## config.mk

```make
export PLATFORM = sky130hd
export DESIGN_NAME = fetch_ctrl
export DESIGN_NICKNAME = d
export VERILOG_FILES = /design/src/rtl/cpu_types_pkg.sv /design/src/rtl/data_path_muxs_pkg.sv /design/src/rtl/fetch_perf_cnt.sv /design/src/rtl/fetch_ctrl.sv
export SDC_FILE = /design/constraint.sdc
export NUM_CORES = 1
export LEC_CHECK = 0
export CELL_PAD_IN_SITES_DETAIL_PLACEMENT = 2
export CELL_PAD_IN_SITES_GLOBAL_PLACEMENT = 2
export CORE_ASPECT_RATIO = 1.4
export CORE_MARGIN = 2
export CORE_UTILIZATION = 23
export DETAILED_ROUTE_END_ITERATION = 10
export HOLD_SLACK_MARGIN = 0.08
export PLACE_DENSITY_LB_ADDON = 0.1
export SLEW_MARGIN = 20
export SYNTH_ARGS = -nofsm -noshare
export SYNTH_HDL_FRONTEND = slang
export SYNTH_SLANG_ARGS = --single-unit
```

## constraint.sdc

```tcl
create_clock -name CLK -period 6.6 [get_ports CLK]
set_input_delay 1.32 -clock CLK [delete_from_list [all_inputs] [get_ports CLK]]
set_output_delay 1.32 -clock CLK [all_outputs]
set_load 0.005 [all_outputs]
```

## src/rtl/cpu_types_pkg.sv

```systemverilog
// rtl/cpu_types_pkg.sv - shared cpu word type
package cpu_types_pkg;

    localparam int WORD_W = 32;

    typedef logic [WORD_W-1:0] word_t;

endpackage

```

## src/rtl/data_path_muxs_pkg.sv

```systemverilog
// rtl/data_path_muxs_pkg.sv - fetch state encoding and pc helper functions
package data_path_muxs_pkg;

    import cpu_types_pkg::*;

    typedef enum logic [1:0] {
        FETCH      = 2'd0,
        REDIR_PEND = 2'd1,
        HALT       = 2'd2
    } fetch_state_t;

    function automatic word_t align_word(input word_t addr);
        return {addr[WORD_W-1:2], 2'b00};
    endfunction

    function automatic word_t seq_pc(input word_t addr);
        return addr + 32'd4;
    endfunction

endpackage

```

## src/rtl/fetch_perf_cnt.sv

```systemverilog
// rtl/fetch_perf_cnt.sv - saturating event counter used by fetch_ctrl performance monitors
module fetch_perf_cnt #(
    parameter int PERF_W = 32
) (
    input  logic              CLK,
    input  logic              nRST,
    input  logic              inc,
    output logic [PERF_W-1:0] count
);

    logic [PERF_W-1:0] cnt_q;
    logic [PERF_W-1:0] cnt_d;

    always_comb begin
        cnt_d = cnt_q;
        if (inc && (cnt_q != {PERF_W{1'b1}})) begin
            cnt_d = cnt_q + PERF_W'(1);
        end
    end

    always_ff @(posedge CLK or negedge nRST) begin
        if (!nRST) begin
            cnt_q <= '0;
        end else begin
            cnt_q <= cnt_d;
        end
    end

    assign count = cnt_q;

endmodule

```

## src/rtl/fetch_ctrl.sv

```systemverilog
// rtl/fetch_ctrl.sv - fetch-stage pc sequencing controller (redirect buffering, halt)
// FETCH_PERF_EN builds the fetch/stall performance counters; otherwise they read 0.
module fetch_ctrl
    import cpu_types_pkg::*;
    import data_path_muxs_pkg::*;
#(
    parameter word_t PC_INIT = 32'h00000000,
    parameter int    PERF_W  = 32
) (
    input  logic              CLK,
    input  logic              nRST,
    input  word_t             imemaddr,
    input  logic              ihit,
    input  logic              stall,
    input  logic              redirect,
    input  word_t             redirect_pc,
    input  logic              halt,
    output word_t             next_pc,
    output logic              enable_pc,
    output logic              imemREN,
    output logic              fetch_valid,
    output logic              flush_ifid,
    output logic              halted,
    output logic [PERF_W-1:0] perf_fetches,
    output logic [PERF_W-1:0] perf_stalls
);

    fetch_state_t state_q, state_d;
    word_t        pend_pc_q, pend_pc_d;
    logic         halted_q, halted_d;
    word_t        redir_tgt;

    assign redir_tgt = align_word(redirect_pc);

    always_comb begin
        state_d     = state_q;
        pend_pc_d   = pend_pc_q;
        halted_d    = halted_q;
        next_pc     = seq_pc(imemaddr);
        enable_pc   = 1'b0;
        imemREN     = 1'b1;
        fetch_valid = 1'b0;
        flush_ifid  = 1'b0;

        case (state_q)
            FETCH: begin
                if (halt) begin
                    flush_ifid = 1'b1;
                    state_d    = HALT;
                    halted_d   = 1'b1;
                end else if (redirect) begin
                    flush_ifid = 1'b1;
                    next_pc    = redir_tgt;
                    if (ihit) begin
                        enable_pc = 1'b1;
                    end else begin
                        // the in-flight read must land before the pc may move
                        pend_pc_d = redir_tgt;
                        state_d   = REDIR_PEND;
                    end
                end else if (!stall && ihit) begin
                    enable_pc   = 1'b1;
                    fetch_valid = 1'b1;
                end
            end

            REDIR_PEND: begin
                // whatever returns now is wrong-path, so the IF/ID latch takes a bubble
                flush_ifid = 1'b1;
                next_pc    = redirect ? redir_tgt : pend_pc_q;
                if (halt) begin
                    state_d  = HALT;
                    halted_d = 1'b1;
                end else begin
                    if (redirect) begin
                        pend_pc_d = redir_tgt;
                    end
                    if (ihit) begin
                        enable_pc = 1'b1;
                        state_d   = FETCH;
                    end
                end
            end

            HALT: begin
                imemREN = 1'b0;
            end

            default: begin
                state_d = FETCH;
            end
        endcase
    end

    always_ff @(posedge CLK or negedge nRST) begin
        if (!nRST) begin
            state_q   <= FETCH;
            pend_pc_q <= PC_INIT;
            halted_q  <= 1'b0;
        end else begin
            state_q   <= state_d;
            pend_pc_q <= pend_pc_d;
            halted_q  <= halted_d;
        end
    end

    assign halted = halted_q;

`ifdef FETCH_PERF_EN
    logic stall_inc;

    assign stall_inc = (state_q == FETCH) & ihit & stall & ~redirect & ~halt;

    fetch_perf_cnt #(.PERF_W(PERF_W)) u_fetch_cnt (
        .CLK   (CLK),
        .nRST  (nRST),
        .inc   (fetch_valid),
        .count (perf_fetches)
    );

    fetch_perf_cnt #(.PERF_W(PERF_W)) u_stall_cnt (
        .CLK   (CLK),
        .nRST  (nRST),
        .inc   (stall_inc),
        .count (perf_stalls)
    );
`else
    assign perf_fetches = '0;
    assign perf_stalls  = '0;
`endif

endmodule
```

==> impl_metrics.csv <==
group,metric,value,unit
status,status,"complete, no violations",
setup_path,worstSetupStartpointType,"input port",
timing,rsz0062_at_grt,"false",
die,die_w,101,µm
grt,grt_max_degree,36,
synth,ys_ff_latch,35,
route,ant_nets,0,
synth,yosys.area.top_type,"dfrtp_1",
die,start_util,23.7,%
die,die_y,140,µm
route,vias_per_cell,4.82,
setup_path,cp_data_arrival_time,4.05,ns
route,routed.top_layer,"met4",
setup_path,crit_slowest_cell,"clkdlybuf4s50_1",
cells_and_area,diodes,0,
cts,cts_tree,"built",
setup_path,crit_path_end_kind,"output pin",
grt,grt_first_pass_wirelength,16.3,mm
timing,tightest_slew,0.877,ns
synth,synth_edf_count,0,
setup_path,crit_path_cell_trace,"clkdlybuf4s50_1 > ha_1 > nand3_1 > or4_4 > or4_1 > nand3_1 > clkdlybuf4s50_1",
job,cap_violations,0,
route,routedWlPerCell,17.7,µm
cells_and_area,area_growth_syn_to_layout,35.4,%
cts,cts_hold_buf,0,
route,wl_met1,4.05,mm
placement,place_congestion,0.691,
grt,grt_pass1_vias,2990,
synth,synth.most_common_cell,"buf_4",
grt,overflow,0,
timing,setup_violations,0,
power_and_ir_drop,p_per_area,232,nW/µm²
synth,synth.avg_cell_area,8.98,µm²
placement,place_inst,581,
synth,ys_seq_area_share,28.7,%
die,die_area,14200,µm²
power_and_ir_drop,ir_worst_vdd,0.107,mV
cts,clk_latency,0.28,ns
cts,post_cts_buffers,0,
timing,finalCriticalPeriod,5.37,ns
timing,slew_headroom,41.5,%
route,wl_met3,786,µm
cells_and_area,drive_gt1_share,11.7,%
cts,clockBufferDepth,2,
power_and_ir_drop,p_leak,1.61,nW
route,drcViolationCount,0,
synth,synthCells,340,
die,rows,49,
setup_path,worstPathMaxFanout,13,
timing,hold_violations,0,
cells_and_area,layout.cells.non_filler,589,
synth,ys.flop_type,"dfrtp_1",
synth,netlist_area,3050,µm²
setup_path,slowest_delay,0.59,ns
placement,portBuffers,104,
setup_path,critical_path_class,"in -> out",
timing,period_share,81.4,%
timing,setup_tns,0,ns
route,drtIter0Drc,46,
worst_hold_path,worstHoldPathType,"reg -> reg",
synth,synthArstFlopShare,100,%
cts,cts_buffers,5,
setup_path,required,5.28,ns
synth,synth_top_area_share,28.7,%
cts,cts_root_buf,"clkbuf_16",
cells_and_area,fin_nets,506,
die,coreArea,12900,µm²
timing,timing.fmax,186,MHz
cts,clock-sinks,35,
cts,clk_pin_slew,0.06,ns
route,vias,2838,
synth,yosysUniqueCellTypes,44,
synth,ys_warn_count,0,
cts,ctsResizeCount,0,
route,wl_met2,5.48,mm
synth,synth_commonest_cells,"buf_4, dfrtp_1, mux2_2",
timing,clock_skew,0.00276,ns
placement,hpwl,8.04,mm
route,dr.pass1.iters,4,
grt,antenna_found_initial,0,
timing,finalMaxSlewViolations,0,
route,wl,10.4,mm
synth,synth_area_leaders,"dfrtp_1, buf_4, mux2_2, a22oi_1, nand3_1",
die,ios,171,
cts,htree_levels,2,
grt,grtUsageTotal,14.8,%
state kept, by name, indices dropped and copies added (netlist names):
signal	count
state_q	2
halted	1
pend_pc_q	32
routing by layer:
metal / vias up / track usage, %
li1: 1332 / -
met3: 6 / 4.09
met5: - / 0
met2: 111 / 26.7
met1: 1389 / 17.0
met4: 0 / 3.63
critical path: cells and delay by family:
family / cells / cell delay (ns)
adders and majority gates: 1 / 0.37
buffers and inverters: 2 / 1.10
and+or+nand+nor: 4 / 1.25
path summary, 6_finish.rpt:
kind,end,startpoint,cells after the start,slack [ns]
max in group asynchronous,pend_pc_q[12],nRST,1,4.88
worst max-delay path,next_pc[24],imemaddr[2],7,1.23
worst min register to register,halted,halted,1,0.47
worst min-delay path,halted,halted,1,0.47
worst max register to register,pend_pc_q[3],state_q[0],5,4.74
min in group asynchronous,pend_pc_q[6],nRST,1,1.15
cell usage in the layout (no fill, tap or decap), types with 5 or more instances in the layout:
cell type and n:
clkdlybuf4s50_1 103, conb_1 64, dfrtp_1 35, mux2_2 30, a22oi_1 27, nand3_1 24
o211ai_1 15, o21ai_0 14, nand2_1 12, nand4_1 12, or4_1 12, xor2_1 9
inv_1 7, nor2_1 7, clkbuf_16 5, buf_4 5
metrics by stage:
step	setup slack, ns	area, µm²	hold WS [ns]	utilization, %	total power, mW
finish	1.23	4130	0.474	32.1	0.958
global route	1.08	4130	0.495	32.1	1.03
CTS	1.17	4130	0.478	32.1	0.977
detailed placement	1.18	3980	0.464	30.9	0.715
global placement	1.20	3980	0.456	30.9	0.699
floorplan	2.49	3290	0.454	-	0.552
power by group:
group | total (mW) | switching (mW) | internal [mW]
combinational | 0.343 | 0.140 | 0.203
sequential | 0.362 | 0.0555 | 0.306
clock | 0.253 | 0.0925 | 0.161
logic make-up (layout without fill, tap and decap cells):
group | count (synthesis) | in the layout | synth area share [%]
flops | 35 | 35 | 28.7
xor+xnor | 13 | 13 | 3.73
compound gates | 69 | 69 | 15.9
mux | 33 | 33 | 12.1
simple gates | 97 | 97 | 18.8
fa+ha+maj | 1 | 1 | 0.410
other cells | 1 | 64 | 0.123
buf+inv | 91 | 124 | 20.2
cell type report:
cell class / count / area [µm²]
clock buffers: 8 / 156
fillers: 1476 / 8740
inverters: 7 / 26.3
multi-input cells: 277 / 1810
flip-flops and latches: 35 / 876
well taps: 153 / 191
repair buffers: 109 / 1070
Note: power is estimated with default switching activity, not from simulation.
